## config.mk

```make
export PLATFORM = sky130hd
export DESIGN_NAME = gpc1406_accum
export DESIGN_NICKNAME = d
export VERILOG_FILES = /design/src/rtl/gpc_pkg.sv /design/src/rtl/gpc1406_5.sv /design/src/rtl/gpc1406_accum.sv
export SDC_FILE = /design/constraint.sdc
export NUM_CORES = 1
export LEC_CHECK = 0
export ABC_AREA = 0
export ABC_CLOCK_PERIOD_IN_PS = 3800
export BUFFER_PORTS_ARGS = -buffer_cell sky130_fd_sc_hd__buf_4
export CAP_MARGIN = 20
export CORE_AREA = 5 5 100 102
export CTS_CLUSTER_SIZE = 14
export DETAILED_ROUTE_END_ITERATION = 10
export DIE_AREA = 0 0 105 107
export PLACE_DENSITY = 0.63
export SLEW_MARGIN = 20
export SYNTH_ARGS = -nofsm -noshare
export SYNTH_HDL_FRONTEND = slang
export SYNTH_SLANG_ARGS = --single-unit
```

## constraint.sdc

```tcl
create_clock -name clk -period 3.8 [get_ports clk]
set_input_delay 0.76 -clock clk [delete_from_list [all_inputs] [get_ports clk]]
set_output_delay 0.76 -clock clk [all_outputs]
set_load 0.02 [all_outputs]
```

## src/rtl/gpc_pkg.sv

```systemverilog
// Shared constants and the saturating adder used by the 1406 counter accumulator.
package gpc_pkg;

    localparam int GPC1406_IN0 = 6;
    localparam int GPC1406_IN2 = 4;
    localparam int GPC1406_IN3 = 1;
    localparam int GPC1406_OUT = 5;

    // Bit 32 of the result is the saturation flag, bits [31:0] the clamped sum.
    function automatic logic [32:0] sat_add(input logic [31:0] a,
                                            input logic [31:0] b,
                                            input int unsigned acc_w);
        logic [32:0] full;
        logic [32:0] max_v;
        full  = {1'b0, a} + {1'b0, b};
        max_v = (33'd1 << acc_w) - 33'd1;
        if (full > max_v) begin
            sat_add = {1'b1, max_v[31:0]};
        end else begin
            sat_add = {1'b0, full[31:0]};
        end
    endfunction

endpackage

```

## src/rtl/gpc1406_5.sv

```systemverilog
// Combinational (1,4,0,6;5) generalized parallel counter: popcounts weighted 1, 4 and 8.
module gpc1406_5
    import gpc_pkg::*;
(
    input  logic [GPC1406_IN0-1:0] src0,
    input  logic [GPC1406_IN2-1:0] src2,
    input  logic [GPC1406_IN3-1:0] src3,
    output logic [GPC1406_OUT-1:0] dst
);

    logic [2:0] pop0;
    logic [2:0] pop2;

    // Weighted popcount of the bit-heap slice.
    always_comb begin
        pop0 = 3'd0;
        pop2 = 3'd0;
        for (int i = 0; i < GPC1406_IN0; i++) begin
            pop0 = pop0 + {2'b00, src0[i]};
        end
        for (int i = 0; i < GPC1406_IN2; i++) begin
            pop2 = pop2 + {2'b00, src2[i]};
        end
        dst = {2'b00, pop0} + {pop2, 2'b00} + {1'b0, src3, 3'b000};
    end

endmodule

```

## src/rtl/gpc1406_accum.sv

```systemverilog
// Packet accumulator behind a gpc1406_5: one registered partial-sum stage, then a
// saturating per-packet sum/count emitted through a valid/ready output register.
module gpc1406_accum
    import gpc_pkg::*;
#(
    parameter int ACC_W = 16,
    parameter int CNT_W = 8
) (
    input  logic             clk,
    input  logic             rst,
    input  logic             in_valid,
    output logic             in_ready,
    input  logic             in_last,
    input  logic [5:0]       src0,
    input  logic [3:0]       src2,
    input  logic [0:0]       src3,
    output logic             out_valid,
    input  logic             out_ready,
    output logic [ACC_W-1:0] out_sum,
    output logic [CNT_W-1:0] out_count,
    output logic             out_ovf
);

    logic [GPC1406_OUT-1:0] gpc_dst;
    logic [GPC1406_OUT-1:0] s1_dst_q, s1_dst_d;
    logic                   s1_last_q, s1_last_d;
    logic                   s1_valid_q, s1_valid_d;
    logic [ACC_W-1:0]       acc_q, acc_d;
    logic [CNT_W-1:0]       cnt_q, cnt_d;
    logic                   ovf_q, ovf_d;
    logic                   out_valid_q, out_valid_d;
    logic [ACC_W-1:0]       out_sum_q, out_sum_d;
    logic [CNT_W-1:0]       out_count_q, out_count_d;
    logic                   out_ovf_q, out_ovf_d;
    logic                   s1_adv;
    logic                   in_fire;
    logic                   sat_term;
    logic [32:0]            sum_full;
    logic [32:0]            cnt_full;
    logic                   unused_full_bits;

    gpc1406_5 u_gpc (
        .src0 (src0),
        .src2 (src2),
        .src3 (src3),
        .dst  (gpc_dst)
    );

    // A last beat may only leave S1 when the output register is free or draining.
    assign s1_adv   = s1_valid_q & (~s1_last_q | ~out_valid_q | out_ready);
    assign in_ready = ~rst & (~s1_valid_q | s1_adv);
    assign in_fire  = in_valid & in_ready;

    assign sum_full = sat_add(32'(acc_q), 32'(s1_dst_q), ACC_W);
    assign cnt_full = sat_add(32'(cnt_q), 32'd1, CNT_W);
    assign sat_term = sum_full[32] | cnt_full[32];
    assign unused_full_bits = ^{sum_full, cnt_full};

    // Next-state for the S1 slice, the running accumulator and the output register.
    always_comb begin
        s1_dst_d    = s1_dst_q;
        s1_last_d   = s1_last_q;
        s1_valid_d  = s1_valid_q;
        acc_d       = acc_q;
        cnt_d       = cnt_q;
        ovf_d       = ovf_q;
        out_valid_d = out_valid_q;
        out_sum_d   = out_sum_q;
        out_count_d = out_count_q;
        out_ovf_d   = out_ovf_q;

        if (in_fire) begin
            s1_dst_d   = gpc_dst;
            s1_last_d  = in_last;
            s1_valid_d = 1'b1;
        end else if (s1_adv) begin
            s1_valid_d = 1'b0;
        end else begin
            s1_valid_d = s1_valid_q;
        end

        if (out_valid_q && out_ready) begin
            out_valid_d = 1'b0;
        end else begin
            out_valid_d = out_valid_q;
        end

        if (s1_adv && s1_last_q) begin
            out_sum_d   = sum_full[ACC_W-1:0];
            out_count_d = cnt_full[CNT_W-1:0];
            out_ovf_d   = ovf_q | sat_term;
            out_valid_d = 1'b1;
            acc_d       = '0;
            cnt_d       = '0;
            ovf_d       = 1'b0;
        end else if (s1_adv) begin
            acc_d = sum_full[ACC_W-1:0];
            cnt_d = cnt_full[CNT_W-1:0];
            ovf_d = ovf_q | sat_term;
        end else begin
            acc_d = acc_q;
        end
    end

    // State registers with synchronous reset.
    always_ff @(posedge clk) begin
        if (rst) begin
            s1_dst_q    <= '0;
            s1_last_q   <= 1'b0;
            s1_valid_q  <= 1'b0;
            acc_q       <= '0;
            cnt_q       <= '0;
            ovf_q       <= 1'b0;
            out_valid_q <= 1'b0;
            out_sum_q   <= '0;
            out_count_q <= '0;
            out_ovf_q   <= 1'b0;
        end else begin
            s1_dst_q    <= s1_dst_d;
            s1_last_q   <= s1_last_d;
            s1_valid_q  <= s1_valid_d;
            acc_q       <= acc_d;
            cnt_q       <= cnt_d;
            ovf_q       <= ovf_d;
            out_valid_q <= out_valid_d;
            out_sum_q   <= out_sum_d;
            out_count_q <= out_count_d;
            out_ovf_q   <= out_ovf_d;
        end
    end

    assign out_valid = out_valid_q;
    assign out_sum   = out_sum_q;
    assign out_count = out_count_q;
    assign out_ovf   = out_ovf_q;

endmodule
```

==> run metrics <==
Synth area leaders dfxtp_1 (38%), nor2_1 (5.2%), ha_1 (4.5%); final period utilization 0.758; Die Height about 110 µm; fin nets between 400 and 500; Row Count 35; crit-path max FO 1; layout cells sized above 1 0.200; worst skew pair latency roughly 0.33 ns; ys async rst share 0; die width about 110 µm; Crit path largest cell delay 0.47 ns; core area about 9000 µm²; Worst Setup Start Kind input pin; YS warnings 0; Max VDD drop 0.148 mV; Max Clock Skew 0.00808 ns; H-Tree Depth 3; largest net degree at the start of global routing 26; Setup Buffers After CTS 0; met3 WL 317 µm; Crit path max-delay family adder cells; WS Path Type in2reg; Resized cells post-CTS 0; area of the multi-input gates between 1500 and 2000 µm²; via count 2696; first-pass GRT wire length about 13000 µm; HP Class reg2reg; Setup violations, final 0; DRT Pass-1 Iters 4; area leader, netlist dfxtp_1; Worst EP required around 4.0 ns; Layout fillers around 920; Synth Flop Type dfxtp_1; crit path DAT slightly above 3 ns; CTS tree built; Hold Fails Final Rpt 0; Starting DRT DRC Count about 120; Post-DP HPWL between 5000 and 6000 µm; final core utilization 0.406; GRT Util Overall 0.142; Reg area about 1200 µm²; P per Cell Area about 370 nW/µm²; port bufs between 40 and 50; Post-synth EDFFs 0; Die ar. around 11000 µm²; Synth top area share 0.377; ant diodes 0; register area share after synthesis 0.377; CTS buffer count 9; RSZ-0062 raised after global routing no; post-synthesis cell count 355; Fmax between 300 and 400 MHz; per-cell routed wire length ~15 µm; initial antenna violation count 0; Static Leak 1.44 nW; cts hold-fix bufs 0; clk slew on worst S/H paths ~0.070 ns; CP max stage cell fa_1; setup TNS 0 ns; post-synthesis register bit count 58; uppermost routed layer met4; vias in the first global route around 2700; I/O Pins 43; CTS sink count 58; max-slew violations 0; outcome complete, no violations; CP cell instances buf_4 > ha_1 > inv_1 > fa_1 > inv_1 > fa_1 > inv_1 > fa_1 > inv_1 > ha_1 > fa_1 > xnor2_1 > o21ai_0; Mapped Nets around 390; initial core utilization 0.341; Post-route DRC 0; Post-DRT Antenna Nets 0; synthesized area 3080 µm²; WL met2 3610 µm; Syn Area/Cell 8.68 µm²; routed wire length around 7400 µm; Metal-1 WL between 3000 and 4000 µm; clk buf depth 2; Via density 5.33; Cell variety after synth 59; Worst Tran Pin Value 0.499 ns; Final min period 2.88 ns; GRT Residual Overflow 0; number of max-cap violations 0; Buf/Inv on CP 5; RD Place Congestion between 0.7 and 0.8; Rel. slew slack 0.666; critical path endpoint category flip-flop; area delta synth->final 18.8%; CTS root buffer clkbuf_8
flip-flops by register name, summed over array words and instances, names as in the netlist:
register and cells:
acc_q 16, cnt_q 8, out_count 8, out_ovf 1
out_sum 16, out_valid 1, ovf_q 1, s1_dst_q 5
s1_last_q 1, s1_valid_q 1
report_power, final:
part	internal (W)	leakage (nW)	switching (W)	total (W)
combinational	0.0000715	0.871	0.0000983	0.000170
clock	0.000302	0.101	0.000242	0.000545
sequential	0.000630	0.471	0.0000174	0.000647
synth_stat cells (2+ instances only):
| master | number |
|---|---|
| a211oi_1 | 13 |
| nor2_2 | 2 |
| o21ai_0 | 22 |
| and3_1 | 4 |
| nor2b_1 | 2 |
| dfxtp_1 | 58 |
| a21oi_4 | 2 |
| a21oi_1 | 21 |
| a22oi_1 | 5 |
| clkbuf_1 | 13 |
| a211oi_2 | 2 |
| fa_1 | 6 |
| o211ai_1 | 2 |
| ha_1 | 11 |
| and2b_1 | 2 |
| a311oi_1 | 10 |
| o21ai_1 | 2 |
| nor3_1 | 4 |
| inv_1 | 20 |
| nand2_1 | 20 |
| xnor2_1 | 11 |
| buf_2 | 4 |
| a21o_1 | 4 |
| nand3b_1 | 5 |
| o21a_1 | 2 |
| xor2_1 | 5 |
| and2_1 | 5 |
| o21bai_1 | 4 |
| nand3_1 | 12 |
| a31oi_1 | 11 |
| nor2_1 | 43 |
kinds of logic (layout without fill, tap and decap cells):
kind of cell,after synthesis,in the layout,share of synthesized area
xor+xnor,16,16,0.0455
flops,58,58,0.377
fa+ha+maj,17,17,0.0837
mux,2,2,0.00690
compound gates,111,111,0.251
simple gates,111,111,0.182
buf+inv,40,80,0.0540
stage by stage:
stage	area [µm²]	power [W]	hold WS (ns)	std cells	setup WS, ns
floorplan	3080	0.000776	0.454	355	0.768
global placement	3470	0.000826	0.440	491	0.591
detailed placement	3470	0.000830	0.448	491	0.563
CTS	3660	0.00138	0.464	506	0.902
global route	3660	0.00144	0.479	506	0.749
finish	3660	0.00136	0.457	506	0.918
cells in the final DEF, fill, tap and decap left out, types with 4 or more instances in the layout:
master	netlist	routed
buf_4	1	45
nand2_1	20	20
nand3b_1	5	5
inv_1	20	20
a31oi_1	11	11
a211oi_1	13	13
nor2_1	43	43
dfxtp_1	58	58
and3_1	4	4
a21oi_1	21	21
clkbuf_8	0	13
fa_1	6	6
nand3_1	12	12
xor2_1	5	5
xnor2_1	11	11
a311oi_1	10	10
and2_1	5	5
a22oi_1	5	5
o21ai_0	22	22
o21bai_1	4	4
nor3_1	4	4
a21o_1	4	4
ha_1	11	11
worst reg2reg max path, stage by stage (launching register included):
cell and delay [ns]:
dfxtp_1 0.35, ha_1 0.21, inv_1 0.06, fa_1 0.40, and2b_1 0.25, o2111ai_2 0.20, a21oi_4 0.27, and3_1 0.42
nor2_2 0.12, a311oi_1 0.28
cell type report:
type / instances / share of cell area
clock buffers: 13 / 0.0489
clock inverters: 2 / 0.00274
inverters: 20 / 0.0205
multi-input cells: 257 / 0.480
flip-flops and latches: 58 / 0.317
well taps: 111 / 0.0380
repair buffers: 45 / 0.0923
routing by layer:
| layer | vias up | track usage |
|---|---|---|
| li1 | 1340 | - |
| met1 | 1282 | 0.181 |
| met2 | 60 | 0.237 |
| met3 | 14 | 0.0325 |
| met4 | 0 | 0.0438 |
| met5 | - | 0 |
final timing paths:
kind                            slack, ns            to  depth (start not counted)          from
worst max-delay path                 0.92   s1_dst_q[4]                         13       src0[0]
worst min-delay path                 0.46  out_count[3]                          1  out_count[3]
worst max register to register       1.15     acc_q[11]                          9   s1_dst_q[0]
worst min register to register       0.46  out_count[3]                          1  out_count[3]
Power figures use the tool's default switching activity.
